[src/rtl/cpu_pkg.sv]
// Shared Mini SRC datapath definitions: widths, branch-resolution state
// encoding and the C-field sign-extension helper.
package cpu_pkg;

    localparam int DATA_WIDTH   = 32;
    localparam int OFFSET_WIDTH = 19;

    typedef enum logic [1:0] {
        BR_IDLE,
        BR_EVAL,
        BR_COMMIT
    } br_state_t;

    function automatic logic [DATA_WIDTH-1:0] sext_offset(input logic [OFFSET_WIDTH-1:0] off);
        return {{(DATA_WIDTH-OFFSET_WIDTH){off[OFFSET_WIDTH-1]}}, off};
    endfunction

endpackage

[src/rtl/br_resolve_fsm.sv]
// Branch resolution sequencer: captures the offset, samples the CON FF
// condition one cycle later, and flags the commit cycle.
module br_resolve_fsm
    import cpu_pkg::*;
#(
    parameter int DATA_WIDTH   = 32,
    parameter int OFFSET_WIDTH = 19
) (
    input  logic                    clk,
    input  logic                    clear_n,
    input  logic                    br_req,
    input  logic                    br_always,
    input  logic                    br_cond,
    input  logic [OFFSET_WIDTH-1:0] br_offset,
    output br_state_t               state,
    output logic [DATA_WIDTH-1:0]   off_r,
    output logic                    take_r,
    output logic                    br_done,
    output logic                    br_taken
);

    br_state_t state_next;

    always_ff @(posedge clk or negedge clear_n) begin
        if (!clear_n) begin
            state <= BR_IDLE;
        end else begin
            state <= state_next;
        end
    end

    // A request arriving outside IDLE is simply not looked at.
    always_comb begin
        state_next = state;
        case (state)
            BR_IDLE:   if (br_req) state_next = BR_EVAL;
            BR_EVAL:   state_next = BR_COMMIT;
            BR_COMMIT: state_next = BR_IDLE;
            default:   state_next = BR_IDLE;
        endcase
    end

    // br_done/br_taken are loaded on the EVAL->COMMIT edge, so they are high
    // for exactly the COMMIT cycle and cleared on every other edge.
    always_ff @(posedge clk or negedge clear_n) begin
        if (!clear_n) begin
            off_r    <= '0;
            take_r   <= 1'b0;
            br_done  <= 1'b0;
            br_taken <= 1'b0;
        end else begin
            br_done  <= 1'b0;
            br_taken <= 1'b0;
            if (state == BR_IDLE && br_req) begin
                off_r <= {{(DATA_WIDTH-OFFSET_WIDTH){br_offset[OFFSET_WIDTH-1]}}, br_offset};
            end
            if (state == BR_EVAL) begin
                take_r   <= br_always | br_cond;
                br_done  <= 1'b1;
                br_taken <= br_always | br_cond;
            end
        end
    end

endmodule

[src/rtl/pc_branch_unit.sv]
// Program counter and link register for Mini SRC, with the PC write
// priority mux arbitrating bus loads, jumps, branch commits and fetch increment.
module pc_branch_unit
    import cpu_pkg::*;
#(
    parameter int                   DATA_WIDTH   = 32,
    parameter int                   OFFSET_WIDTH = 19,
    parameter logic [DATA_WIDTH-1:0] RESET_PC    = '0
) (
    input  logic                    clk,
    input  logic                    clear_n,
    input  logic [DATA_WIDTH-1:0]   bus_in,
    input  logic                    pc_in,
    input  logic                    inc_req,
    input  logic                    br_req,
    input  logic                    br_always,
    input  logic                    br_cond,
    input  logic [OFFSET_WIDTH-1:0] br_offset,
    input  logic                    jump_req,
    input  logic                    jump_link,
    input  logic [DATA_WIDTH-1:0]   jump_target,
    output logic [DATA_WIDTH-1:0]   pc_out,
    output logic [DATA_WIDTH-1:0]   link_pc,
    output logic                    busy,
    output logic                    br_done,
    output logic                    br_taken
);

    br_state_t               br_state;
    logic [DATA_WIDTH-1:0]   off_r;
    logic                    take_r;
    logic                    commit_take;

    br_resolve_fsm #(
        .DATA_WIDTH   (DATA_WIDTH),
        .OFFSET_WIDTH (OFFSET_WIDTH)
    ) u_fsm (
        .clk       (clk),
        .clear_n   (clear_n),
        .br_req    (br_req),
        .br_always (br_always),
        .br_cond   (br_cond),
        .br_offset (br_offset),
        .state     (br_state),
        .off_r     (off_r),
        .take_r    (take_r),
        .br_done   (br_done),
        .br_taken  (br_taken)
    );

    assign busy        = (br_state != BR_IDLE);
    assign commit_take = (br_state == BR_COMMIT) && take_r;

    // Losing requests are dropped outright; the branch FSM still retires.
    always_ff @(posedge clk or negedge clear_n) begin
        if (!clear_n) begin
            pc_out <= RESET_PC;
        end else if (pc_in) begin
            pc_out <= bus_in;
        end else if (jump_req) begin
            pc_out <= jump_target;
        end else if (commit_take) begin
            pc_out <= pc_out + off_r;
        end else if (inc_req) begin
            pc_out <= pc_out + 1'b1;
        end
    end

    // The link is captured only when the jump actually wins the PC write.
    always_ff @(posedge clk or negedge clear_n) begin
        if (!clear_n) begin
            link_pc <= '0;
        end else if (jump_req && jump_link && !pc_in) begin
            link_pc <= pc_out;
        end
    end

endmodule

[config.mk]
export PLATFORM = sky130hd
export DESIGN_NAME = pc_branch_unit
export DESIGN_NICKNAME = d
export VERILOG_FILES = /design/src/rtl/cpu_pkg.sv /design/src/rtl/br_resolve_fsm.sv /design/src/rtl/pc_branch_unit.sv
export SDC_FILE = /design/constraint.sdc
export NUM_CORES = 1
export LEC_CHECK = 0
export CAP_MARGIN = 40
export CORE_ASPECT_RATIO = 1.2
export CORE_MARGIN = 1.5
export CORE_UTILIZATION = 48
export DETAILED_ROUTE_END_ITERATION = 10
export PLACE_DENSITY = 0.91
export SKIP_LAST_GASP = 1
export SLEW_MARGIN = 40
export SYNTH_ARGS = -nofsm -noshare
export SYNTH_HDL_FRONTEND = slang
export SYNTH_SLANG_ARGS = --single-unit
[constraint.sdc]
create_clock -name clk -period 4.2 [get_ports clk]
set_input_delay 1.26 -clock clk [delete_from_list [all_inputs] [get_ports clk]]
set_output_delay 1.26 -clock clk [all_outputs]
set_load 0.02 [all_outputs]
**Word level (Yosys, flattened, before mapping)**

Cells that the tools add are included.
W data, S select, Z words.

- Logic and storage cells: 29
- Memory bits (read-only): 0
- Bits in latches: 0
- Memory bits (writable): 0
- Bits in registers: 88
- Input bits: 92
- Memories: 0
- Output and inout bits: 67

- $add $sub $neg: 2
- Reduce and logical (&&, ||, !) cells: 8
- Shift operators: 0
- Multipliers: 0
- Div/mod/pow operators: 0
- $lt $le $gt $ge: 0
- Muxes and demuxes: 8
- Bitwise logic cells: 1
- Eq/ne operators: 3

Operators by type and width:

| operator | count |
|---|---|
| $mux W32 | 4 |
| $add A32 B1 Y32 const B | 1 |
| $add A32 B32 Y32 | 1 |
| $logic_and A1 B1 Y1 | 4 |
| $pmux W2 S2 | 1 |
| $reduce_bool A4 Y1 | 1 |
| $eq A2 B1 Y1 const B | 1 |
| $eq A2 B2 Y1 const B | 1 |
| $logic_not A2 Y1 | 1 |
| $mux W1 | 2 |
| $mux W2 | 1 |
| $ne A2 B2 Y1 const B | 1 |
| $reduce_bool A2 Y1 | 1 |
| $logic_not A1 Y1 | 1 |
| $or A1 B1 Y1 | 1 |

**Depth between registers and ports, before layout**

- Word-level depth: 5
- Depth in mapped cells: 15
- Mapped depth without buffers: 12

**Modules after synthesis**

From an unflattened synthesis, not the netlist that was laid out.

- Cells, all modules: 572
- Area total of the unflattened synthesis: 5565.3 um^2

By module, submodules not included:

| module | times used | cells an instance | seq. area each (um^2) | area each (um^2) |
|---|---|---|---|---|
| pc_branch_unit | 1 | 507 | 1601.5 | 4581.9 |
| br_resolve_fsm | 1 | 65 | 600.6 | 983.4 |

**Worst setup path before layout**

OpenSTA, ideal clock, no wires.

- Path type: register to register
- Start point: register u_fsm.state[0]
- End point: register pc_out[28]
- Path buffers: 1
- Data arrival time: 3.393 ns
- Cell stages (with the launch flop): 13
- Required time: 4.070 ns
- Period minus slack after synthesis: 3.523 ns
- Library setup time: 0.130 ns
- Path slack: 0.677 ns
- Cell sequence: dfrtp_1 or3_1 ha_1 fa_1 a21oi_4 o211ai_2 a211oi_4 a311oi_2 nand2b_1 buf_6 or4_4 a2111oi_4 nor3_2

- Word-level cells in the longest chain between the ends: 5
- Elaborated cells on any way between the ends: 6
- Classes of those cells: eq/ne: 1; mux: 3; reduce/logical: 2

Ends and longest elaborated chain:

| what | RTL line | RTL |
|---|---|---|
| from (decl) | br_resolve_fsm.sv:15 | `output br_state_t state,` |
| from (signal assigned) | br_resolve_fsm.sv:28 | `state <= state_next;` |
| $eq A2 B2 Y1 (*) | pc_branch_unit.sv:52 | `assign commit_take = (br_state == BR_COMMIT) && take_r;` |
| $logic_and A1 B1 Y1 (*) | pc_branch_unit.sv:52 |  |
| $mux W32 | pc_branch_unit.sv:62 | `end else if (commit_take) begin` |
| $mux W32 | pc_branch_unit.sv:60 | `end else if (jump_req) begin` |
| $mux W32 | pc_branch_unit.sv:58 | `end else if (pc_in) begin` |
| to (signal assigned) | pc_branch_unit.sv:59 | `pc_out <= bus_in;` |
| to (signal assigned) | pc_branch_unit.sv:61 | `pc_out <= jump_target;` |
| to (signal assigned) | pc_branch_unit.sv:63 | `pc_out <= pc_out + off_r;` |
| to (decl) | pc_branch_unit.sv:22 | `output logic [DATA_WIDTH-1:0] pc_out,` |

Mark *: on every way between the ends. The rest lies on a longest branch, timed or not.
A chain may end at the register's enable or synchronous reset.

**Final worst setup path**

Ends and elaborated chain as after synthesis.

==> run_results.csv <==
group,metric,value,unit
run_status,status,"complete, no violations",
global_routing,grt_usage,31.1,%
die,rows,42,
worst_setup_path,critPathArrivalTime,4180,ps
clock_tree,cts_hold_buf,0,
die,design.core.area,11100,sq um
finish,instances_no_fill,883,
place,port_buffers,158,
timing,finClkSkew,5.15,ps
clock_tree,post_cts_buffers,0,
die,initial_utilization,49.5,%
finish,antenna_cells,0,
detailed_routing,vias_per_cell,6.10,
die,die_h,120,um
timing,relSlewSlack,50.3,%
pwr,ir_worst_vdd,0.258,mV
logic_synthesis,ys_warn_count,0,
worst_setup_path,cp.required,4430,ps
timing,rsz0062_at_grt,"no",
logic_synthesis,synth_top_area_share,40.1,%
worst_setup_path,critPathMaxFanout,8,
timing,finalSetupViolations,0,
place,dp_hpwl,13.4,mm
global_routing,grt_start_max_net_pins,72,
detailed_routing,routed_wl,18.4,mm
pwr,comb_power_share,35.3,%
logic_synthesis,synth_area_leader_cell,"dfrtp_1",
timing,final_max_slew_viol_count,0,
timing,post-route-min-period,3960,ps
finish,n_fill_cell,832,
timing,tightest_slew,744,ps
logic_synthesis,synth_seq_cells,88,
timing,hold_viol_final,0,
global_routing,grt_pass1_vias,5496,
logic_synthesis,netlist_area,5490,sq um
die,die_width,101,um
global_routing,antenna_found_initial,0,
global_routing,grt_pass1_wl,28.8,mm
clock_tree,htreeDepth,3,
place,placed_cell_area,7240,sq um
timing,tns,0,ps
die,die_area,12100,sq um
logic_synthesis,synth-edff-count,0,
place,dp.cells,868,
finish,num-nets-final,836,
pwr,seqPwrFrac,36.0,%
clock_tree,cts.sinks,88,
hold_path,hold_class,"reg2reg",
logic_synthesis,synth_cell_types,75,
logic_synthesis,syn_nets,688,
clock_tree,clk_pin_slew_worst_paths,60,ps
die,io_pins,159,
global_routing,overflow,0,
finish,syn_to_final_growth,38.1,%
clock_tree,cts_tree,"yes",
finish,fin_area,7580,sq um
worst_setup_path,worstSetupEndpointType,"flop",
pwr,static-leakage-power,3.10,nW
pwr,swShare,33.0,%
detailed_routing,wl_per_cell,20.8,um
pwr,internal_power,0.00218,W
detailed_routing,post-route-drc-count,0,
clock_tree,root_buffer,"clkbuf_16",
clock_tree,clk_latency,350,ps
logic_synthesis,async_flop_share,100,%
logic_synthesis,synth.top_cells.by_area,"dfrtp_1 (40%), mux2_2 (9.8%), ha_1 (4.1%)",
finish,drive_above_1_share,13.3,%
pwr,power.density,430,nW/um^2
logic_synthesis,ys_seq_area_share,40.1,%
flow_run,maxCapViolCount,0,
detailed_routing,vias,5382,
pwr,p_clk_share,28.6,%
detailed_routing,drt_pass1_iterations,6,
worst_setup_path,critPathKind,"reg2reg",
logic_synthesis,syn_avg_cell_area,9.52,sq um
clock_tree,ctsResizeCount,0,
logic_synthesis,synthFlopType,"dfrtp_1",
clock_tree,cts-buffers-inserted,9,
detailed_routing,antenna_left,0,
pwr,total_power,0.00326,W
worst_setup_path,crit_path_start_kind,"flop",
logic_synthesis,syn-instance-count,577,
worst_setup_path,reg2reg_slack,240,ps
timing,finalCritPeriodShare,94.3,%
timing,clock.fmax,253,MHz
pwr,p_switching,0.00108,W
detailed_routing,drt_iter0_drc,368,
clock_tree,cts_buffer_depth,2,
place,place.gp.congestion,0.989,
==> placed cells by master, fill, tap and decap left out, types with 4 or more instances in the layout <==
cell	Yosys	layout
ha_1	18	18
o31ai_1	5	5
nor3_1	17	17
clkbuf_16	0	9
mux2_2	48	48
dfrtp_1	88	88
mux2i_1	7	7
nand2_1	44	44
and2_1	19	19
buf_4	1	16
or3_1	6	6
inv_1	12	12
clkdlybuf4s50_1	0	157
o22ai_1	11	11
o21ai_0	36	36
a21o_1	10	10
a22oi_1	4	4
xnor2_1	15	15
a31oi_1	4	4
xor2_1	4	4
a21oi_1	35	35
nor2_1	44	41
nand4_1	6	6
and3_1	8	8
o211ai_1	10	10
nand3_1	18	18
nor3b_1	4	4
==> per-layer routing <==
| metal | global-route usage [%] | wire length, um | vias up |
|---|---|---|---|
| li1 | - | - | 2428 |
| met1 | 35.8 | 6970 | 2613 |
| met2 | 54.7 | 9330 | 282 |
| met3 | 5.65 | 1360 | 59 |
| met4 | 15.0 | 702 | 0 |
| met5 | 0 | 0 | - |
==> cells by family (layout without fill, tap and decap cells) <==
family / after synthesis / after routing / share of synthesized area, %
DFF: 88 / 88 / 40.1
and+or+nand+nor: 186 / 186 / 17.0
adders and majority gates: 20 / 20 / 4.65
AOI/OAI and AO/OA: 159 / 159 / 20.4
muxes: 55 / 55 / 11.1
xor gates and xnor gates: 19 / 19 / 3.03
buffers and inverters: 50 / 202 / 3.69
==> area by class of cell <==
cell class,count,area [sq um],area share (%)
clock buffer,10,239,3.15
tap,154,193,2.54
sequential,88,2200,29.0
inverter,13,48.8,0.644
clock inverter,5,104,1.37
multi-input combinational,439,3090,40.8
timing repair buffer,174,1700,22.5
==> synth_stat cells (3+ instances only) <==
library cell	instances
a21o_1	10
a21oi_1	35
a222oi_1	3
a22o_1	3
a22oi_1	4
a31oi_1	4
and2_1	19
and3_1	8
buf_2	3
clkbuf_1	30
dfrtp_1	88
ha_1	18
inv_1	12
mux2_2	48
mux2i_1	7
nand2_1	44
nand3_1	18
nand4_1	6
nor2_1	44
nor2b_1	3
nor3_1	17
nor3b_1	4
o2111ai_1	3
o211ai_1	10
o21ai_0	36
o221ai_1	3
o22ai_1	11
o31ai_1	5
or2_2	3
or3_1	6
xnor2_1	15
xor2_1	4
==> power groups by stage <==
stage | logic, W | registers (W) | clock network, W
floorplan | 0.000505 | 0.00129 | 0
global placement | 0.00111 | 0.00117 | 0
detailed placement | 0.00113 | 0.00119 | 0
CTS | 0.00115 | 0.00117 | 0.000943
global route | 0.00123 | 0.00119 | 0.000978
finish | 0.00115 | 0.00117 | 0.000933
==> final timing paths <==
check / start / endpoint / depth (start not counted)
worst max-delay path: u_fsm.state[0]$_DFFE_PN0P_ / pc_out[28]$_DFFE_PN0P_ / 11
worst min-delay path: link_pc[18]$_DFFE_PN0P_ / link_pc[18]$_DFFE_PN0P_ / 2
worst max register to register: u_fsm.state[0]$_DFFE_PN0P_ / pc_out[28]$_DFFE_PN0P_ / 11
worst min register to register: link_pc[18]$_DFFE_PN0P_ / link_pc[18]$_DFFE_PN0P_ / 2
max in group asynchronous: clear_n / pc_out[6]$_DFFE_PN0P_ / 2
min in group asynchronous: clear_n / link_pc[27]$_DFFE_PN0P_ / 1
==> through the flow <==
stage | setup slack, ps | hold WS [ps] | utilization [%]
global route | 34.6 | 513 | 68.4
finish | 241 | 486 | 68.4
CTS | 262 | 489 | 68.4
floorplan | 677 | 472 | -
global placement | 226 | 466 | 65.2
detailed placement | 321 | 474 | 65.3
==> registers in the layout, summed over array words and instances (netlist names) <==
register        count
u_fsm.br_done       1
pc_out             32
u_fsm.state         2
u_fsm.br_taken      1
u_fsm.off_r        19
link_pc            32
u_fsm.take_r        1
==> critical path, cell delays in order, from the launching register on <==
cell	delay (ps)
dfrtp_1	430
or3_1	390
ha_1	240
fa_1	470
a21oi_4	230
o211ai_2	150
a211oi_4	340
a311oi_2	210
nand2b_1	330
or4_4	590
a2111oi_4	370
nor3_2	80
Note: power is estimated with default switching activity, not from simulation.
